--- src/rtl/cbus_arbiter_pkg.sv ---
// Shared cbus request/response types and arbiter state encoding.
// Used by cbus_arbiter (optional round-robin policy: CBUS_ARB_ROUND_ROBIN_EN).
package cbus_arbiter_pkg;

   typedef enum logic [3:0] {
      MLEN1  = 4'd0,
      MLEN2  = 4'd1,
      MLEN4  = 4'd3,
      MLEN8  = 4'd7,
      MLEN16 = 4'd15
   } mlen_t;

   typedef enum logic [1:0] {
      BURST_FIXED = 2'd0,
      BURST_INCR  = 2'd1,
      BURST_WRAP  = 2'd2
   } mburst_t;

   typedef struct packed {
      logic        valid;
      logic        is_write;
      logic [2:0]  size;
      logic [31:0] addr;
      logic [7:0]  strobe;
      logic [63:0] data;
      mlen_t       len;
      mburst_t     burst;
   } cbus_req_t;

   typedef struct packed {
      logic        ready;
      logic        last;
      logic [63:0] data;
   } cbus_resp_t;

   typedef enum logic {
      IDLE = 1'b0,
      BUSY = 1'b1
   } arb_state_t;

   // Index increment with wrap at n-1 -> 0.
   function automatic int unsigned wrap_inc(input int unsigned idx, input int unsigned n);
      return (idx + 1 >= n) ? 0 : idx + 1;
   endfunction

endpackage

--- src/rtl/cbus_arb_select.sv ---
// Combinational picker: first valid index scanning from rr_ptr with modulo wrap.
// With rr_ptr tied to 0 this degenerates to lowest-index-wins fixed priority.
module cbus_arb_select
   import cbus_arbiter_pkg::*;
#(
   parameter int NUM_MASTERS = 2,
   parameter int IDX_BITS    = $clog2(NUM_MASTERS)
) (
   input  logic [NUM_MASTERS-1:0] valid,
   input  logic [IDX_BITS-1:0]    rr_ptr,
   output logic [IDX_BITS-1:0]    sel,
   output logic                   any
);

   always_comb begin
      logic found;
      int   idx;
      sel   = '0;
      found = 1'b0;
      idx   = 0;
      for (int k = 0; k < NUM_MASTERS; k++) begin
         idx = (int'(rr_ptr) + k) % NUM_MASTERS;
         if (!found && valid[IDX_BITS'(idx)]) begin
            sel   = IDX_BITS'(idx);
            found = 1'b1;
         end
      end
   end

   assign any = |valid;

endmodule

--- src/rtl/cbus_arbiter.sv ---
// Burst-level arbiter of N cbus masters onto one memory port; grant held until last beat.
// Policy: fixed priority by default, round-robin when CBUS_ARB_ROUND_ROBIN_EN is defined.
module cbus_arbiter
   import cbus_arbiter_pkg::*;
#(
   parameter  int NUM_MASTERS = 2,
   localparam int IDX_BITS    = $clog2(NUM_MASTERS)
) (
   input  logic       clk,
   input  logic       reset,
   input  cbus_req_t  ireqs  [NUM_MASTERS],
   output cbus_resp_t oresps [NUM_MASTERS],
   output cbus_req_t  oreq,
   input  cbus_resp_t iresp,
   output arb_state_t dbg_state
);

   // Handshake: a beat transfers in BUSY when iresp.ready=1; the burst ends on ready && last.
   arb_state_t             state;
   logic [IDX_BITS-1:0]    grant;
   logic [IDX_BITS-1:0]    sel;
   logic [IDX_BITS-1:0]    scan_start;
   logic [NUM_MASTERS-1:0] valid_vec;
   logic                   any_valid;
   logic                   burst_done;

`ifdef CBUS_ARB_ROUND_ROBIN_EN
   logic [IDX_BITS-1:0] rr_ptr;
   assign scan_start = rr_ptr;
`else
   assign scan_start = '0;
`endif

   always_comb begin
      valid_vec = '0;
      for (int i = 0; i < NUM_MASTERS; i++) valid_vec[i] = ireqs[i].valid;
   end

   cbus_arb_select #(
      .NUM_MASTERS (NUM_MASTERS),
      .IDX_BITS    (IDX_BITS)
   ) u_select (
      .valid  (valid_vec),
      .rr_ptr (scan_start),
      .sel    (sel),
      .any    (any_valid)
   );

   assign burst_done = iresp.ready && iresp.last;

   always_ff @(posedge clk) begin
      if (reset) begin
         state <= IDLE;
         grant <= '0;
`ifdef CBUS_ARB_ROUND_ROBIN_EN
         rr_ptr <= '0;
`endif
      end else begin
         case (state)
            IDLE: begin
               if (any_valid) begin
                  state <= BUSY;
                  grant <= sel;
               end
            end
            BUSY: begin
               if (burst_done) begin
                  state <= IDLE;
`ifdef CBUS_ARB_ROUND_ROBIN_EN
                  rr_ptr <= IDX_BITS'(wrap_inc(int unsigned'(grant), NUM_MASTERS));
`endif
               end
            end
            default: state <= IDLE;
         endcase
      end
   end

   // Memory responses seen while IDLE are dropped here, never forwarded.
   always_comb begin
      oreq = '0;
      for (int i = 0; i < NUM_MASTERS; i++) oresps[i] = '0;
      if (state == BUSY) begin
         oreq          = ireqs[grant];
         oresps[grant] = iresp;
      end
   end

   assign dbg_state = state;

endmodule

--- config.mk ---
export PLATFORM = sky130hd
export DESIGN_NAME = cbus_arbiter
export DESIGN_NICKNAME = d
export VERILOG_FILES = /design/src/rtl/cbus_arbiter_pkg.sv /design/src/rtl/cbus_arb_select.sv /design/src/rtl/cbus_arbiter.sv
export SDC_FILE = /design/constraint.sdc
export NUM_CORES = 1
export LEC_CHECK = 0
export ABC_AREA = 1
export CORE_AREA = 8 8 208 210
export CTS_BUF_LIST = sky130_fd_sc_hd__clkbuf_4 sky130_fd_sc_hd__clkbuf_8
export DETAILED_ROUTE_END_ITERATION = 16
export DIE_AREA = 0 0 216 218
export GPL_TIMING_DRIVEN = 0
export SYNTH_ARGS = -nofsm -noshare
export SYNTH_HDL_FRONTEND = slang
export SYNTH_HIERARCHICAL = 1
export SYNTH_SLANG_ARGS = --single-unit
--- constraint.sdc ---
create_clock -name clk -period 1.48 [get_ports clk]
set_input_delay 0.296 -clock clk [delete_from_list [all_inputs] [get_ports clk]]
set_output_delay 0.296 -clock clk [all_outputs]
set_load 0.02 [all_outputs]
# Word-level counts from Yosys, hierarchy flattened
# Index checks and enable logic that the tools add are counted.
# totals
regBits	1
latchBits	0
mem_bits_rw	0
romBits	0
out_inout_bits	248
elab_cells	9
memories	0
# op_classes
n_addsub	0
multipliers	0
div_mod_pow	0
magnitude_cmp	0
eq_ne	0
shifts	0
muxes	5
bitwise_logic	1
n_reduce_logical	2
# ops
operator	count
$mux 132	1
$mux 115	1
$mux 1	2
$pmux 1 s2	1
$reduce_or 2->1	1
$logic_and 1x1->1	1
$not 1->1	1

# Logic depth before layout (Yosys ltp)
# depth
depth_word	3
depth_mapped	6

# Modules after synthesis
# Netlist, hierarchy kept.
# by_module_without_submodules
mod	n_inst	cells_each	area_each_um2	seq_area_each_um2
cbus_arbiter	1	611	2572.5	40.0
cbus_arb_select	1	5	18.8	0.0

# Worst setup path before layout
# OpenSTA, ideal clock, no wires.
# synth_timing
path_kind	reg2out
from	reg state, in the netlist dbg_state
to	out oreq[100] (netlist name)
arrival_time_ns	1.294
path_slack_ns	-0.110
stages_incl_launch_ff	5
path_buffers	2
path_cell_list	dfxtp_1 > inv_2 > buf_2 > buf_2 > a21oi_1
# synth_rtl
item	line_no	source
start: declaration	cbus_arbiter.sv:19	arb_state_t state;
start signal: assignment	cbus_arbiter.sv:53	state <= IDLE;
start signal: assignment	cbus_arbiter.sv:62	state <= BUSY;
start signal: assignment	cbus_arbiter.sv:68	state <= IDLE;
end: declaration	cbus_arbiter.sv:13	output cbus_req_t oreq,

==> results.cfg <==
[sta]
rsz0062_at_grt = yes
period_share_pct = 124
layout_min_cycle_time_ns = 1.83
setup-tns-final_ns = -60.58
worst_clock_skew_ns = 0.0000416
fmax_ghz = 0.545
slew_viol_final = 0
setup_ws_ns = -0.353
hold_viol = 0
setup_violations = 248

[synth]
synth_top_cell_by_area = nand2_1
yosys_warnings = 6
ys_seq_area_share_pct = 1.55
yosysUniqueCellTypes = 13
ys_ff_latch = 2
syn-instance-count = 616
syn_avg_cell_area_um2 = 4.21
netlist_area_mm2 = 0.00259
synthesis.nets = 914
ys_top_cells_by_area = nand2_1, a21oi_1, nor2_1
yosysTopAreaCellShare_pct = 34.5

[placement]
dpl.hpwl_um = 26200
gp_congestion = 0.884
place.port_buffers = 545
dp.cells = 1693

[critical_path]
critPathLaunch = grant
critical_path_class = flip-flop to primary output
crit_family = buffers and inverters
cp_cell_sequence = buf_12 -> buf_4 -> nand2_1 -> a21oi_1 -> clkdlybuf4s15_2
crit_path_end = oreq[50]
reg2regPathDepth = 5
critical-path-slowest-cell = dfxtp_2
critPathMaxStageDelay_ns = 0.32
cp.required_ns = 1.18
rrSetupSlack_ns = 0.47
crit_path_start_kind = flip-flop
endpoint_kind = primary output
arrival_ns = 1.54
path_depth = 5
r2r_start = dbg_state
r2r_end = grant
crit_fanout = 10
cp.buffers_inverters = 3

[grt]
grt_max_degree = 11
grt_pass1_vias = 6567
track_usage_pct = 11.4
overflow = 0
antenna_found_initial = 1
grt_pass1_wl_um = 41500

[clock_tree]
clockBufferDepth = 2
clkTransAtPathRegs_ns = 0.03
clk_latency_ns = 0.21
root_buffer = clkbuf_8
clock-sinks = 2
htreeDepth = 1
numCtsBuffers = 3
cts_tree = built

[route]
ant_nets = 0
via_count = 6106
wire_per_inst_um = 17.5
drtIter0Drc = 273
totalWireLength_um = 29700
drc = 0
post_drt_via_cell_ratio = 3.60
dr.pass1.iters = 5

[final_layout]
fin_cells = 1697
layout-drive-gt1-share_pct = 32.4
nNetsFinal = 1465
syn_to_final_growth_pct = 231
antennaDiodeCount = 0

[min_path]
hp-class = input port to flip-flop
whs_path_depth = 2

[run]
drv_cap = 0

[floorplan]
ioPinCount = 546
fp.dieW_um = 216
die_y_um = 218
initial_core_util_pct = 6.45
die_area_mm2 = 0.0471
core_area_mm2 = 0.0402
fp-row-count = 74

[outcome]
violations = setup timing
status = finished with violations

[power]
power.density_mw_per_mm2 = 418
power.leakage_nw = 4.16
peakVddDrop_mv = 0.296
==> sequential cells by signal, indices dropped and copies added (netlist names) <==
register and flops:
dbg_state 1, grant 1
==> worst min-delay path by stage <==
| stage | startpoint | endpoint | slack (ns) |
|---|---|---|---|
| 2_1_floorplan | reset | dbg_state | 0.37 |
| 3_3_place_gp | dbg_state | dbg_state | 0.75 |
| 3_5_place_dp | dbg_state | dbg_state | 0.76 |
| 4_1_cts | reset | dbg_state | 0.65 |
| 5_1_grt | reset | dbg_state | 0.66 |
| 6_report | reset | dbg_state | 0.65 |
==> repair_timing <==
| action | in CTS | in global routing |
|---|---|---|
| buffers inserted | 1 | 0 |
| endpoints found under the hold margin | 0 | 0 |
| hold buffers | 0 | 0 |
| setup endpoints to repair | 248 | 248 |
| pin swaps | 0 | 1 |
| gates resized for setup | 710 | 318 |
==> where the power goes <==
group / total (mW) / internal [mW] / switching (mW)
sequential: 0.0715 / 0.0605 / 0.0110
clock: 0.216 / 0.172 / 0.0435
combinational: 3.30 / 1.53 / 1.77
==> Yosys cell counts <==
library cell and number:
conb_1 1, dfxtp_1 2, clkinv_2 1, buf_6 5, buf_4 8, nand2_1 238, nor2_1 133, a21oi_1 117
nand3_1 1, buf_2 24, clkbuf_1 14, inv_1 71, inv_2 1
==> area by class of cell <==
type                    instances  area [um^2]
multi-input cells             490         2280
well taps                     532          666
fillers                      4618        31600
flip-flops and latches          2         45.0
inverters                      73          289
repair buffers                546         4720
clock buffers                   3         41.3
plain buffers                  51          543
==> metrics by stage <==
stage	utilization [%]	hold slack, ns	power, mW	setup WS, ns	cell area [um^2]
global placement	22.2	0.754	3.46	-1.45	8910
CTS	22.3	0.651	3.62	-0.455	8980
finish	21.4	0.650	3.58	-0.353	8580
global route	21.4	0.664	3.83	-0.416	8580
detailed placement	22.2	0.759	3.47	-1.47	8910
floorplan	-	0.365	1.44	-0.110	2790
==> logic make-up after synthesis <==
group / synth area share (%)
simple gates: 53.9
buf+inv: 21.8
compound gates: 22.6
flops: 1.55
other cells: 0.145
==> metal layers <==
metal / vias to the layer above / part of all wire [%] / track usage [%]
li1: 2948 / - / -
met1: 2759 / 40 / 13.4
met2: 375 / 49 / 20.4
met3: 24 / 9.4 / 3.37
met4: 0 / 1.6 / 2.37
met5: - / 0 / 0
==> layout by cell type, fill, tap and decap left out <==
cell type	count
a21oi_1	101
a21oi_2	15
a21oi_4	1
buf_12	7
buf_2	66
buf_4	86
buf_6	10
buf_8	8
clkbuf_2	56
clkbuf_4	7
clkbuf_8	4
clkdlybuf4s15_1	6
clkdlybuf4s15_2	26
clkdlybuf4s50_1	298
clkinv_8	1
conb_1	1
dfxtp_2	1
dfxtp_4	1
dlygate4sd2_1	26
inv_1	71
inv_4	1
nand2_1	235
nand2_2	2
nand2_4	1
nand3_1	1
nor2_1	49
nor2_2	83
nor2_4	1
(Power assumes the default switching activity.)
